[config.mk]
export PLATFORM = sky130hd
export DESIGN_NAME = dm_arbiter
export DESIGN_NICKNAME = d
export VERILOG_FILES = /design/src/rtl/dm_arbiter.sv
export SDC_FILE = /design/constraint.sdc
export NUM_CORES = 1
export LEC_CHECK = 0
export BUFFER_PORTS_ARGS = -buffer_cell sky130_fd_sc_hd__buf_2
export CAP_MARGIN = 20
export CORE_AREA = 2 2 49 84
export DETAILED_ROUTE_END_ITERATION = 16
export DIE_AREA = 0 0 51 86
export PLACE_DENSITY = 0.75
export SLEW_MARGIN = 5
export SYNTH_ARGS = -nofsm -noshare
export SYNTH_HDL_FRONTEND = slang
export SYNTH_SLANG_ARGS = --single-unit
[constraint.sdc]
create_clock -name clk -period 1.8 [get_ports clk]
set_clock_uncertainty 0.05 [all_clocks]
set_input_delay 0.18 -clock clk [delete_from_list [all_inputs] [get_ports clk]]
set_output_delay 0.18 -clock clk [all_outputs]
set_load 0.01 [all_outputs]
[src/rtl/dm_arbiter.sv]
// Data-memory port arbiter: the CPU execute stage has default priority, and one external
// requester gets bounded-wait, burst-capable access. The CPU is stalled whenever it loses the port.
module dm_arbiter #(
    parameter int ADDR_W       = 16,
    parameter int DATA_W       = 16,
    parameter int MAX_BURST    = 4,
    parameter int STARVE_LIMIT = 3
) (
    input  logic              clk,
    input  logic              reset,
    input  logic              cpu_en,
    input  logic              cpu_rw,
    input  logic [ADDR_W-1:0] cpu_addr,
    input  logic [DATA_W-1:0] cpu_wdata,
    output logic              cpu_stall,
    input  logic              ext_req,
    input  logic              ext_rw,
    input  logic [ADDR_W-1:0] ext_addr,
    input  logic [DATA_W-1:0] ext_wdata,
    output logic              ext_gnt,
    output logic              ext_rvalid,
    output logic [DATA_W-1:0] ext_rdata,
    output logic              mem_en,
    output logic              mem_rw,
    output logic [ADDR_W-1:0] mem_addr,
    output logic [DATA_W-1:0] mem_wdata,
    input  logic [DATA_W-1:0] mem_rdata,
    output logic              owner
);

    localparam logic [0:0] S_CPU = 1'b0;
    localparam logic [0:0] S_EXT = 1'b1;

    localparam int WAIT_W  = $clog2(STARVE_LIMIT + 1);
    localparam int BURST_W = $clog2(MAX_BURST + 1);
    localparam logic [WAIT_W-1:0]  WAIT_MAX  = WAIT_W'(STARVE_LIMIT);
    localparam logic [BURST_W-1:0] BURST_MAX = BURST_W'(MAX_BURST);

    logic [0:0]         state_reg, state_next;
    logic [WAIT_W-1:0]  wait_cnt_reg, wait_cnt_next;
    logic [BURST_W-1:0] burst_cnt_reg, burst_cnt_next;
    logic               ext_rvalid_reg;
    logic               cpu_sel;
    logic               ext_sel;

    always_comb begin
        state_next     = state_reg;
        wait_cnt_next  = wait_cnt_reg;
        burst_cnt_next = burst_cnt_reg;
        cpu_sel        = 1'b0;
        ext_sel        = 1'b0;
        case (state_reg)
            S_CPU: begin
                if (ext_req && (!cpu_en || wait_cnt_reg == WAIT_MAX)) begin
                    ext_sel        = 1'b1;
                    state_next     = S_EXT;
                    burst_cnt_next = BURST_W'(1);
                    wait_cnt_next  = '0;
                end else if (cpu_en) begin
                    cpu_sel = 1'b1;
                    // Only reached with wait_cnt below the limit when ext_req is high, so this saturates.
                    wait_cnt_next = ext_req ? wait_cnt_reg + WAIT_W'(1) : '0;
                end else begin
                    wait_cnt_next = '0;
                end
            end
            default: begin
                if (ext_req && burst_cnt_reg < BURST_MAX) begin
                    ext_sel        = 1'b1;
                    burst_cnt_next = burst_cnt_reg + BURST_W'(1);
                end else begin
                    cpu_sel        = cpu_en;
                    state_next     = S_CPU;
                    burst_cnt_next = '0;
                    wait_cnt_next  = '0;
                end
            end
        endcase
    end

    always_ff @(posedge clk or negedge reset) begin
        if (!reset) begin
            state_reg      <= S_CPU;
            wait_cnt_reg   <= '0;
            burst_cnt_reg  <= '0;
            ext_rvalid_reg <= 1'b0;
        end else begin
            state_reg      <= state_next;
            wait_cnt_reg   <= wait_cnt_next;
            burst_cnt_reg  <= burst_cnt_next;
            ext_rvalid_reg <= ext_gnt & ~ext_rw;
        end
    end

    // Grants are masked while reset is low; the mux then falls back to the CPU side.
    assign ext_gnt    = ext_sel & reset;
    assign mem_en     = (ext_sel | cpu_sel) & reset;
    assign cpu_stall  = cpu_en & ext_gnt;
    assign mem_rw     = ext_gnt ? ext_rw    : cpu_rw;
    assign mem_addr   = ext_gnt ? ext_addr  : cpu_addr;
    assign mem_wdata  = ext_gnt ? ext_wdata : cpu_wdata;
    assign ext_rvalid = ext_rvalid_reg;
    assign ext_rdata  = ext_rvalid_reg ? mem_rdata : '0;
    assign owner      = state_reg;

endmodule

* After elaboration in Yosys (flattened, before gate mapping) *
Index checks and enable logic that the tools add are counted.

operators by class
  order comparisons = 1
  shift operators = 0
  equal/unequal tests = 2
  bitwise gates (word level) = 6
  muxes and demuxes = 19
  multipliers = 0
  divide/modulo/power cells = 0
  reductions and logical operators = 5
  add/sub/neg operators = 2

operator list
  operator                                                        count
  16-bit 2-to-1 mux                                               3
  2-bit 2-to-1 mux                                                5
  3-bit 2-to-1 mux                                                3
  1-bit 2-to-1 mux                                                8
  1-bit bitwise AND                                               4
  3-bit by 1-bit adder with 3-bit output (second input constant)  1
  3-bit less-than comparator (second input constant)              1
  2-bit by 1-bit adder with 2-bit output (second input constant)  1
  2-bit equality test (second input constant)                     1
  1-bit logical AND                                               2
  2-bit != test (second input constant)                           1
  2-bit nonzero test                                              1
  1-bit zero test                                                 1
  1-bit logical OR                                                1
  1-bit NOT                                                       1
  1-bit bitwise OR                                                1

word-level totals
  word-level logic and storage cells = 39
  bits in registers = 7
  memories kept = 0
  memory bits (writable) = 0
  latch bits = 0
  memory bits (read-only) = 0
  output and inout port bits = 54

* Logic depth before layout (Yosys ltp) *
  word-level depth = 7
  mapped depth = 5
  mapped depth without buffers = 4

* Least setup slack after synthesis *
OpenSTA, ideal clock, no wires.

  kind = flip-flop to output port
  start = register wait_cnt_reg[0]
  end = output port mem_addr[10]
  cell stages (with the launch flop) = 6
  data arrival time = 1.614 ns
  required time = 1.570 ns
  path slack = -0.044 ns
  path through = dfrtp_1 -> ha_1 -> nand2b_1 -> o211ai_4 -> buf_6 -> mux2_4

between the ends
  word-level cells in the longest chain between the ends = 7

ends and longest elaborated chain
  element                 RTL line  RTL
  from (decl)             40        logic [WAIT_W-1:0] wait_cnt_reg, wait_cnt_next;
  from (signal assigned)  89        wait_cnt_reg <= wait_cnt_next;
  2-bit equality test     54        if (ext_req && (!cpu_en || wait_cnt_reg == WAIT_MAX)) begin
  1-bit logical OR        54
  1-bit logical AND       54
  1-bit 2-to-1 mux        54
  1-bit 2-to-1 mux        52        case (state_reg)
  1-bit bitwise AND       96        assign ext_gnt = ext_sel & reset;
  16-bit 2-to-1 mux       100       assign mem_addr = ext_gnt ? ext_addr : cpu_addr;
  to (decl)               25        output logic [ADDR_W-1:0] mem_addr,

No other way between the ends.

* Worst setup path in the final report *
  start = register wait_cnt_reg[0]
  end = output port mem_wdata[2]

between the ends
  word-level cells in the longest chain between the ends = 7

ends and longest elaborated chain
  element              RTL line  RTL
  2-bit equality test  54
  1-bit logical OR     54
  1-bit logical AND    54
  1-bit 2-to-1 mux     54
  1-bit 2-to-1 mux     52
  1-bit bitwise AND    96
  16-bit 2-to-1 mux    101       assign mem_wdata = ext_gnt ? ext_wdata : cpu_wdata;
  to (decl)            26        output logic [DATA_W-1:0] mem_wdata,

No other way between the ends.

==> flow_metrics.py <==
metrics = {
    "power_and_ir_drop": {
        "combPwrFrac": 0.567,
        "p_switching_mw": 0.289,
        "swShare": 0.304,
        "powerDensity_mw_per_mm2": 431,
        "max-vdd-ir-drop_mv": 0.497,
        "p_leak_nw": 1.32,
        "seqPwrFrac": 0.194,
        "total_power_mw": 0.951,
        "clkPwrFrac": 0.239,
        "p_int_mw": 0.662,
    },
    "floorplanning": {
        "rows": 29,
        "io-pin-count": 140,
        "die-area_mm2": 0.00439,
        "dieWidth_um": 51,
        "coreArea_mm2": 0.00366,
        "initial_core_util": 0.271,
        "die_h_um": 86,
    },
    "drt": {
        "wl_per_cell_um": 18.2,
        "first_pass_iters": 3,
        "drc": 0,
        "drtIter0Drc": 17,
        "ant_nets": 0,
        "vias": 1314,
        "vias_per_cell": 4.53,
        "drt_wl_total_mm": 5.27,
    },
    "critical_path": {
        "r2r-end": "wait_cnt_reg[1]$_DFFE_PN0P_",
        "crit_family": "buffers and inverters",
        "path_max_fanout": 7,
        "cp_slowest_stage_delay_ps": 380,
        "start_kind": "flip-flop",
        "path_cells": "ha_2 -> nand2b_4 -> o211ai_4 -> buf_6 -> clkbuf_16 -> mux2_4 -> buf_6",
        "critPathRequiredTime_ps": 1570,
        "crit_path_end_kind": "output pin",
        "crit_slowest_cell": "dfrtp_1",
        "crit_buf_inv": 3,
        "r2r_slack_ps": 100,
        "cpMostUsedCell": "buf_6",
        "worst-setup-path-type": "reg -> out",
        "cp.arrival_ps": 1890,
        "crit-reg2reg-launch": "wait_cnt_reg[0]$_DFFE_PN0P_",
        "r2r_cells": 6,
    },
    "synthesis": {
        "async_flop_share": 1.00,
        "synth_edf_count": 0,
        "syn_avg_cell_area_um2": 11.4,
        "ys_seq_area_frac": 0.176,
        "synthTopCellsByArea": "mux2_4 (42%), dfrtp_1 (18%), and2_1 (10%)",
        "synth_most_common_cell": "mux2_4",
        "synth_warnings": 0,
        "ys.flop_type": "dfrtp_1",
        "syn_nets": 175,
        "syn_area_um2": 995,
        "synth_top_area_frac": 0.423,
        "ys_ff_latch": 7,
        "synth_common_cells": "mux2_4 (28), and2_1 (16), dfrtp_1 (7), mux2_2 (5)",
        "syn-instance-count": 87,
        "yosysUniqueCellTypes": 23,
        "synth_top_area_cell": "mux2_4",
    },
    "placement": {
        "place_ws_ps": -144,
        "place.port_buffers": 139,
        "place_congestion": 0.753,
        "place_hpwl_mm": 3.86,
        "placed_cell_area_mm2": 0.00179,
    },
    "global_route": {
        "track_usage": 0.220,
        "grt_first_pass_wirelength_mm": 7.12,
        "grt_max_degree": 18,
        "grt_pass1_vias": 1420,
        "antenna_found_initial": 1,
        "gr-total-overflow": 0,
    },
    "clock_tree": {
        "cts_buffer_depth": 2,
        "clock_latency_ps": 230,
        "htreeDepth": 1,
        "clk_transition_reported_paths_ps": 40,
        "cts_tree": "yes",
        "cts_buffers": 3,
        "cts_sinks": 7,
        "root_buffer": "clkbuf_8",
    },
    "hold_path": {
        "hold_start": "ext_rw",
        "hold_path.class": "in -> reg",
        "whs_path_depth": 2,
        "holdPathEnd": "ext_rvalid$_DFF_PN0_",
    },
    "timing": {
        "min_period_over_period": 1.18,
        "rsz0062_at_grt": "true",
        "fin_ws_ps": -317,
        "drv_slew": 0,
        "hold_violations": 0,
        "tightest_slew_ps": 349,
        "period_needed_ps": 2120,
        "setup_viol": 35,
        "slew_headroom": 0.768,
        "max_clock_freq_mhz": 472,
        "finalSetupTns_ps": -9950,
    },
    "status": {
        "status": "finished with violations",
        "failed_checks": "negative setup slack",
    },
    "final_layout": {
        "final_util": 0.602,
        "nFillCells": 323,
        "postLayoutCellArea_mm2": 0.00221,
        "synthToLayoutAreaGrowth_pct": 122,
        "drive_above_1_share": 0.811,
        "nets": 332,
        "largest_reg_flops": 3,
    },
    "flow_run": {
        "max_cap_viol_count": 0,
    },
}
-- layer usage --
metal | global-route usage | routed length [um]
met4 | 0.103 | 180
met3 | 0.127 | 854
met5 | 0 | 0
met1 | 0.204 | 1650
met2 | 0.377 | 2580
-- per-stage QoR --
step | hold slack [ps] | cells
after global routing | 78.6 | 290
after global placement | 108 | 275
after CTS | 65.0 | 285
after floorplan | -166 | 87
after detailed placement | 114 | 275
final | 65.9 | 290
-- kinds of logic after synthesis --
family / share of synthesized area
simple gates: 0.172
mux: 0.479
buf+inv: 0.0453
compound gates: 0.102
fa+ha+maj: 0.0252
flops: 0.176
-- area by class of cell --
class                   instances  area (um^2)  area share
repair buffers                157         1120       0.507
multi-input cells              74          803       0.364
flip-flops and latches          7          175      0.0794
well taps                      46         57.6      0.0261
clock buffers                   4         45.0      0.0204
inverters                       1         3.75     0.00170
diodes                          1         2.50     0.00113
-- cells in the final DEF, fill, tap and decap left out --
master | netlist | final
nand2_1 | 3 | 3
a21oi_1 | 1 | 1
clkbuf_1 | 2 | 1
mux2_4 | 28 | 33
diode_2 | 0 | 1
buf_12 | 0 | 1
ha_1 | 2 | 1
buf_4 | 0 | 9
o211ai_4 | 1 | 1
nor2b_1 | 3 | 3
nor3_1 | 1 | 1
buf_6 | 3 | 36
o21a_1 | 3 | 3
dlygate4sd3_1 | 0 | 1
clkbuf_16 | 0 | 1
inv_1 | 1 | 1
a32o_1 | 2 | 2
clkbuf_8 | 0 | 3
or3b_2 | 1 | 1
buf_2 | 0 | 107
and2_1 | 16 | 16
o22ai_1 | 1 | 1
dfrtp_1 | 7 | 7
and3_1 | 1 | 1
a21boi_1 | 0 | 1
nor2_1 | 2 | 2
buf_16 | 0 | 2
ha_2 | 0 | 1
nand2b_4 | 0 | 1
a21boi_4 | 1 | 1
nand3b_1 | 1 | 1
-- worst register-to-register path, delay by kind of cell, from the launching register on --
family                     cells  cell delay [ps]
AOI/OAI and AO/OA              1              160
and+or+nand+nor                2              600
buffers and inverters          2              240
DFF                            1              380
adders and majority gates      1              190
-- power groups by stage --
| stage | combinational, mW | sequential [mW] | clock [mW] |
|---|---|---|---|
| 2_1_floorplan | 0.206 | 0.185 | 0 |
| 3_3_place_gp | 0.400 | 0.186 | 0 |
| 3_5_place_dp | 0.407 | 0.187 | 0 |
| 4_1_cts | 0.507 | 0.185 | 0.233 |
| 5_1_grt | 0.572 | 0.186 | 0.242 |
| 6_report | 0.539 | 0.185 | 0.227 |
-- how the worst max path moves through the flow --
| stage | start | to | cells after the start |
|---|---|---|---|
| global placement | wait_cnt_reg[0]$_DFFE_PN0P_ | mem_addr[0] | 6 |
| global route | wait_cnt_reg[1]$_DFFE_PN0P_ | mem_wdata[5] | 7 |
| floorplan | wait_cnt_reg[0]$_DFFE_PN0P_ | mem_addr[10] | 5 |
| finish | wait_cnt_reg[0]$_DFFE_PN0P_ | mem_wdata[2] | 7 |
| CTS | wait_cnt_reg[0]$_DFFE_PN0P_ | mem_wdata[6] | 7 |
| detailed placement | wait_cnt_reg[0]$_DFFE_PN0P_ | mem_addr[0] | 6 |
-- what timing repair did --
item,in CTS,in global routing
hold buffers,1,0
endpoints found under the setup margin,35,35
endpoints found under the hold margin,7,0
pin swaps,1,2
buffers inserted,3,3
cloned,2,1
resized for setup,40,13
(Power assumes the default switching activity.)
